===== src/rtl/shift_register_univ.sv =====
// Universal shift register: hold / shift-right / shift-left / parallel load, serial I/O,
// saturating shift counter and word-done pulse. Define SHREG_PARITY_EN to add the par output.
module shift_register_univ #(
    parameter int               D_BIT   = 8,
    parameter logic [D_BIT-1:0] RST_VAL = '0,
    localparam int              CNT_W   = $clog2(D_BIT + 1)
) (
    input  logic             clk,
    input  logic             rst,
    input  logic             en,
    input  logic [1:0]       mode,
    input  logic [D_BIT-1:0] d,
    input  logic             sin,
    output logic [D_BIT-1:0] q,
    output logic             sout,
`ifdef SHREG_PARITY_EN
    output logic             par,
`endif
    output logic [CNT_W-1:0] cnt,
    output logic             done
);

    localparam logic [1:0] MODE_HOLD  = 2'b00;
    localparam logic [1:0] MODE_RIGHT = 2'b01;
    localparam logic [1:0] MODE_LEFT  = 2'b10;
    localparam logic [1:0] MODE_LOAD  = 2'b11;

    localparam logic [CNT_W-1:0] CNT_FULL = CNT_W'(D_BIT);
    localparam logic [CNT_W-1:0] CNT_LAST = CNT_W'(D_BIT - 1);

    logic shift_p0;
    logic load_p0;

    // The bit about to leave the register depends on the direction currently selected.
    always_comb begin
        sout = (mode == MODE_LEFT) ? q[D_BIT-1] : q[0];
    end

    always_comb begin
        shift_p0 = en && ((mode == MODE_RIGHT) || (mode == MODE_LEFT));
        load_p0  = en && (mode == MODE_LOAD);
    end

    // Register stage: data, counter and done pulse
    always_ff @(posedge clk) begin
        if (rst) begin
            q    <= RST_VAL;
            cnt  <= '0;
            done <= 1'b0;
        end else begin
            done <= 1'b0;
            if (load_p0) begin
                q   <= d;
                cnt <= '0;
            end else if (shift_p0) begin
                if (mode == MODE_RIGHT) begin
                    q <= {sin, q[D_BIT-1:1]};
                end else begin
                    q <= {q[D_BIT-2:0], sin};
                end
                // Counter saturates so a word completes exactly once until the next load.
                if (cnt < CNT_FULL) begin
                    cnt <= cnt + CNT_W'(1);
                end
                done <= (cnt == CNT_LAST);
            end
        end
    end

`ifdef SHREG_PARITY_EN
    // Running parity of every bit shifted out since the last load or reset
    always_ff @(posedge clk) begin
        if (rst || load_p0) begin
            par <= 1'b0;
        end else if (shift_p0) begin
            par <= par ^ sout;
        end
    end
`endif

endmodule


===== config.mk =====
export PLATFORM = sky130hd
export DESIGN_NAME = shift_register_univ
export DESIGN_NICKNAME = d
export VERILOG_FILES = /design/src/rtl/shift_register_univ.sv
export SDC_FILE = /design/constraint.sdc
export NUM_CORES = 1
export LEC_CHECK = 0
export ABC_CLOCK_PERIOD_IN_PS = 4600
export CAP_MARGIN = 20
export CORE_AREA = 2 2 48 50
export CTS_CLUSTER_DIAMETER = 120
export DETAILED_ROUTE_END_ITERATION = 12
export DIE_AREA = 0 0 50 52
export GPL_ROUTABILITY_DRIVEN = 0
export PLACE_DENSITY = 0.81
export RECOVER_POWER = 50
export SYNTH_ARGS = -nofsm -noshare
export SYNTH_HDL_FRONTEND = slang
export SYNTH_SLANG_ARGS = --single-unit

===== constraint.sdc =====
create_clock -name clk -period 4.6 [get_ports clk]
set_input_delay 0.92 -clock clk [delete_from_list [all_inputs] [get_ports clk]]
set_output_delay 0.92 -clock clk [all_outputs]
set_load 0.01 [all_outputs]

Word-level counts from Yosys, hierarchy flattened
Cells that the tools add are included.

Bits in registers: 13. Bits of input ports: 14. Output and inout bits: 14. Word-level logic and storage cells: 21.

Add/subtract/negate cells: 1. Magnitude comparators: 1. Eq/ne operators: 4. Muxes and demuxes: 4. Bitwise logic cells: 1. Reduce and logical (&&, ||, !) cells: 7.

Operator list (number): $mux W8 (3); $add A4 B1 Y4 const B (1); $eq A2 B2 Y1 const B (2); $eq A4 B3 Y1 const B (1); $lt A4 B4 Y1 const B (1); $reduce_or A3 Y1 (1); $eq A2 B1 Y1 const B (1); $logic_and A1 B1 Y1 (2); $reduce_and A2 Y1 (1); $reduce_bool A2 Y1 (1); $reduce_or A2 Y1 (1); $logic_or A1 B1 Y1 (1); $mux W1 (1); $not A1 Y1 (1).

Longest topological paths before layout
Depth in word-level cells: 5. Mapped depth: 7.

Least setup slack after synthesis
No wires, ideal clock.

Path kind: input to output. Start point: in mode[0]. End point: out sout. Arrival: 1442 ps. Required time: 3680 ps. Setup slack: 2238 ps. Cell stages on the path: 3. Path buffers: 0. Cells stage by stage: inv_1 > ha_1 > mux2_2.

Word-level cells in the longest chain between the ends: 2.

RTL lines: start: declaration (line 11) `input logic [1:0] mode,`; $eq A2 B2 Y1 (line 36) `sout = (mode == MODE_LEFT) ? q[D_BIT-1] : q[0];`; $mux W1 (line 36); end: declaration (line 15) `output logic sout,`.

Every way passes these cells.

Worst setup path in the final report
Same ends and word-level chain as after synthesis.

==> flow_summary.html <==
<table>
<tr><th>Metric</th><th>Value</th></tr>
<tr><th colspan="2">Global routing</th></tr>
<tr><td>Pin count of the biggest net entering global routing</td><td>12</td></tr>
<tr><td>Global-route wire length before repair</td><td>3220 um</td></tr>
<tr><td>Global route overflow</td><td>0</td></tr>
<tr><td>Vias in the first global route</td><td>768</td></tr>
<tr><td>All-layer global routing usage</td><td>16.1%</td></tr>
<tr><td>Number of antenna violations at the first check in global routing</td><td>0</td></tr>
<tr><th colspan="2">Power and ir drop</th></tr>
<tr><td>Leakage Power</td><td>0.000434 uW</td></tr>
<tr><td>Power per cell area</td><td>227 mW/mm^2</td></tr>
<tr><td>Highest ir drop seen on vdd</td><td>0.000186 V</td></tr>
<tr><td>Overall power consumption</td><td>249 uW</td></tr>
<tr><th colspan="2">STA</th></tr>
<tr><td>Pins Over Slew Limit</td><td>0</td></tr>
<tr><td>Max_slew headroom</td><td>64.4%</td></tr>
<tr><td>Accumulated negative setup slack</td><td>0 ns</td></tr>
<tr><td>Setup-violating endpoint count in the final report</td><td>0</td></tr>
<tr><td>Min Hold Slack</td><td>0.490 ns</td></tr>
<tr><td>Fmax</td><td>286 MHz</td></tr>
<tr><td>Minimum clock period</td><td>3.50 ns</td></tr>
<tr><td>Hold Vio Cnt, Final</td><td>0</td></tr>
<tr><td>Tcrit/Tclk final</td><td>76.1%</td></tr>
<tr><td>Slack of the critical path</td><td>1.10 ns</td></tr>
<tr><td>Least-Margin Pin Slew</td><td>0.533 ns</td></tr>
<tr><td>Setup repair after global routing missed its margin</td><td>false</td></tr>
<tr><td>Clk_skew</td><td>0.00851 ns</td></tr>
<tr><th colspan="2">Clocking</th></tr>
<tr><td>Count of buffers added by post-CTS timing repair for setup</td><td>0</td></tr>
<tr><td>Buffer cell driving the clock tree root</td><td>sky130_fd_sc_hd__clkbuf_4</td></tr>
<tr><td>H-tree depth reported by CTS</td><td>1</td></tr>
<tr><td>Insertion delay of the later-clocked pin in the worst-skew pair</td><td>0.28 ns</td></tr>
<tr><td>Number of hold buffers added after cts</td><td>0</td></tr>
<tr><td>Clock buffer count from CTS</td><td>3</td></tr>
<tr><td>Clock slew at reported path FFs</td><td>0.09 ns</td></tr>
<tr><td>Post-cts gate resize count</td><td>0</td></tr>
<tr><td>CTS max path bufs</td><td>2</td></tr>
<tr><td>Clock sinks</td><td>13</td></tr>
<tr><td>Clock tree from TritonCTS</td><td>built</td></tr>
<tr><th colspan="2">Layout</th></tr>
<tr><td>Fill cell count</td><td>205</td></tr>
<tr><td>Most common library cell in the layout ignoring fill and taps</td><td>sky130_fd_sc_hd__clkdlybuf4s50_1</td></tr>
<tr><td>Layout Area Growth over Synthesis</td><td>37.2%</td></tr>
<tr><td>Diode insertion count for antenna repair</td><td>0</td></tr>
<tr><td>Fraction of final layout cells sized beyond drive strength 1</td><td>11.7%</td></tr>
<tr><td>Number of nets in the layout</td><td>131</td></tr>
<tr><td>Most frequent cells in the layout</td><td>14 x sky130_fd_sc_hd__clkdlybuf4s50_1, 13 x sky130_fd_sc_hd__dfxtp_1, 13 x sky130_fd_sc_hd__dlygate4sd3_1</td></tr>
<tr><td>Filler-free cell count of the finished design</td><td>139</td></tr>
<tr><th colspan="2">Yosys</th></tr>
<tr><td>Post-Syn Area per Cell</td><td>9.42 um^2</td></tr>
<tr><td>Sequential cell area fraction in the yosys report</td><td>32.5%</td></tr>
<tr><td>Yosys synthesis warning count</td><td>0</td></tr>
<tr><td>Cell variety after synth</td><td>24</td></tr>
<tr><td>Synth Instances</td><td>85</td></tr>
<tr><td>Number of nets in the synthesized netlist</td><td>104</td></tr>
<tr><td>Number of synthesized register bits</td><td>13</td></tr>
<tr><td>Netlist area before placement</td><td>801 um^2</td></tr>
<tr><th colspan="2">Placement</th></tr>
<tr><td>Total instance count after detailed placement</td><td>135</td></tr>
<tr><td>Post-Place Setup Slack</td><td>1.20 ns</td></tr>
<tr><td>Port Buffer Count</td><td>27</td></tr>
<tr><td>HPWL after DPL</td><td>1430 um</td></tr>
<tr><th colspan="2">Route</th></tr>
<tr><td>Detail Route Antenna Nets</td><td>0</td></tr>
<tr><td>Drt wl/cell</td><td>13.2 um</td></tr>
<tr><td>Number of search-and-repair iterations in the first detailed-routing pass</td><td>3</td></tr>
<tr><td>Initial detailed-routing violation count</td><td>3</td></tr>
<tr><td>Post-DR vias/cell</td><td>5.21</td></tr>
<tr><td>Vias</td><td>724</td></tr>
<tr><td>Total detailed-routing wirelength</td><td>1840 um</td></tr>
<tr><td>Number of design rule violations left after detail routing</td><td>0</td></tr>
<tr><th colspan="2">Critical path</th></tr>
<tr><td>Critical path arrival</td><td>2.58 ns</td></tr>
<tr><td>Worst-case register-to-register setup slack</td><td>3.26 ns</td></tr>
<tr><td>Kind of end point of the critical path</td><td>primary output</td></tr>
<tr><td>End point of the critical path</td><td>sout</td></tr>
<tr><td>Required time worst endpoint</td><td>3.68 ns</td></tr>
<tr><td>Worst-case reg-to-reg path depth</td><td>4</td></tr>
<tr><td>Type of origin of the critical path</td><td>input pin</td></tr>
<tr><td>R2r endpoint</td><td>cnt[2]</td></tr>
<tr><td>Beginning of the critical path</td><td>mode[0]</td></tr>
<tr><td>FF-to-FF Start</td><td>cnt[0]</td></tr>
<tr><td>Largest fanout on the critical path</td><td>4</td></tr>
<tr><td>Worst Path Class, Setup</td><td>in2out</td></tr>
<tr><th colspan="2">Worst hold path</th></tr>
<tr><td>Min-Delay Path Class</td><td>reg2reg</td></tr>
<tr><td>Startpoint of the worst hold path</td><td>cnt[2]</td></tr>
<tr><th colspan="2">Floorplanning</th></tr>
<tr><td>Die area</td><td>0.00260 mm^2</td></tr>
<tr><td>Area of the core</td><td>0.00211 mm^2</td></tr>
<tr><td>Horizontal die dimension</td><td>50 um</td></tr>
<tr><td>FP Rows</td><td>17</td></tr>
<tr><td>Height of the die</td><td>52 um</td></tr>
<tr><td>Starting density of the core</td><td>38.0%</td></tr>
<tr><td>Top-level port count</td><td>28</td></tr>
<tr><th colspan="2">Run status</th></tr>
<tr><td>Status</td><td>finished, final reports clean</td></tr>
<tr><th colspan="2">Run</th></tr>
<tr><td>Count of maximum capacitance violations</td><td>0</td></tr>
</table>
worst max-delay path, cell delays in order:
cell                              delay (ns)
sky130_fd_sc_hd__dlygate4sd3_1          0.59
sky130_fd_sc_hd__inv_1                  0.08
sky130_fd_sc_hd__ha_1                   0.17
sky130_fd_sc_hd__mux2_2                 0.34
sky130_fd_sc_hd__clkdlybuf4s50_1        0.48
registers in the layout, summed over array words and instances, names as in the netlist:
| signal | cells |
|---|---|
| cnt | 4 |
| q | 8 |
| done | 1 |
Yosys cell counts, drive strengths merged:
cell type | number | share of area [%]
a21oi | 2 | 1.3
dfxtp | 13 | 33
and2 | 1 | 0.78
mux2 | 1 | 1.4
a2111o | 1 | 1.4
o32ai | 7 | 14
mux2i | 2 | 2.5
nand2 | 2 | 0.94
nor3b | 1 | 0.94
nor2 | 12 | 5.6
or3 | 1 | 0.78
nor2b | 9 | 7.0
xnor2 | 2 | 2.2
nand2b | 1 | 0.78
o21ai | 8 | 5.0
ha | 5 | 7.8
clkbuf | 2 | 0.94
a211oi | 7 | 6.6
and4b | 1 | 1.3
nor4bb | 1 | 1.3
inv | 3 | 1.4
buf | 3 | 3.4
area by class of cell:
type | count | area [um^2] | share of cell area (%)
clock inverter | 1 | 5.00 | 0.456
inverter | 3 | 11.3 | 1.03
tap | 28 | 35.0 | 3.19
clock buffer | 3 | 22.5 | 2.05
timing repair buffer | 27 | 270 | 24.6
multi-input combinational | 64 | 494 | 45.0
sequential | 13 | 260 | 23.7
metal layers:
layer	global-route usage, %	up-vias	share of wire [%]
met5	0	-	0
met4	5.09	0	1.3
met3	6.32	2	6.5
met2	27.9	23	51
met1	17.9	339	41
li1	-	360	-
power by group:
group | switching (uW) | total [uW] | internal (uW)
logic | 26.3 | 55.9 | 29.6
registers | 4.03 | 121 | 117
clock network | 40.2 | 72.5 | 32.3
per-stage QoR:
step / util [%] / area, um^2
6_report: 52.2 / 1100
5_1_grt: 52.2 / 1100
4_1_cts: 52.2 / 1100
3_5_place_dp: 50.9 / 1070
3_3_place_gp: 50.9 / 1070
2_1_floorplan: - / 801
cells by family after synthesis:
| logic type | after synthesis | synth area share [%] |
|---|---|---|
| flip-flops | 13 | 32.5 |
| adder cells (fa/ha/maj) | 5 | 7.81 |
| multiplexers | 3 | 3.91 |
| AND/OR/NAND/NOR | 29 | 19.4 |
| AO/OA/AOI/OAI | 25 | 28.4 |
| buffers and inverters | 8 | 5.78 |
| XOR/XNOR | 2 | 2.19 |
worst min path at each step:
stage	endpoint	depth (start not counted)
after CTS	done	2
after floorplan	done	2
after global routing	done	2
final	done	2
after global placement	done	2
after detailed placement	done	2
(Power assumes the default switching activity.)
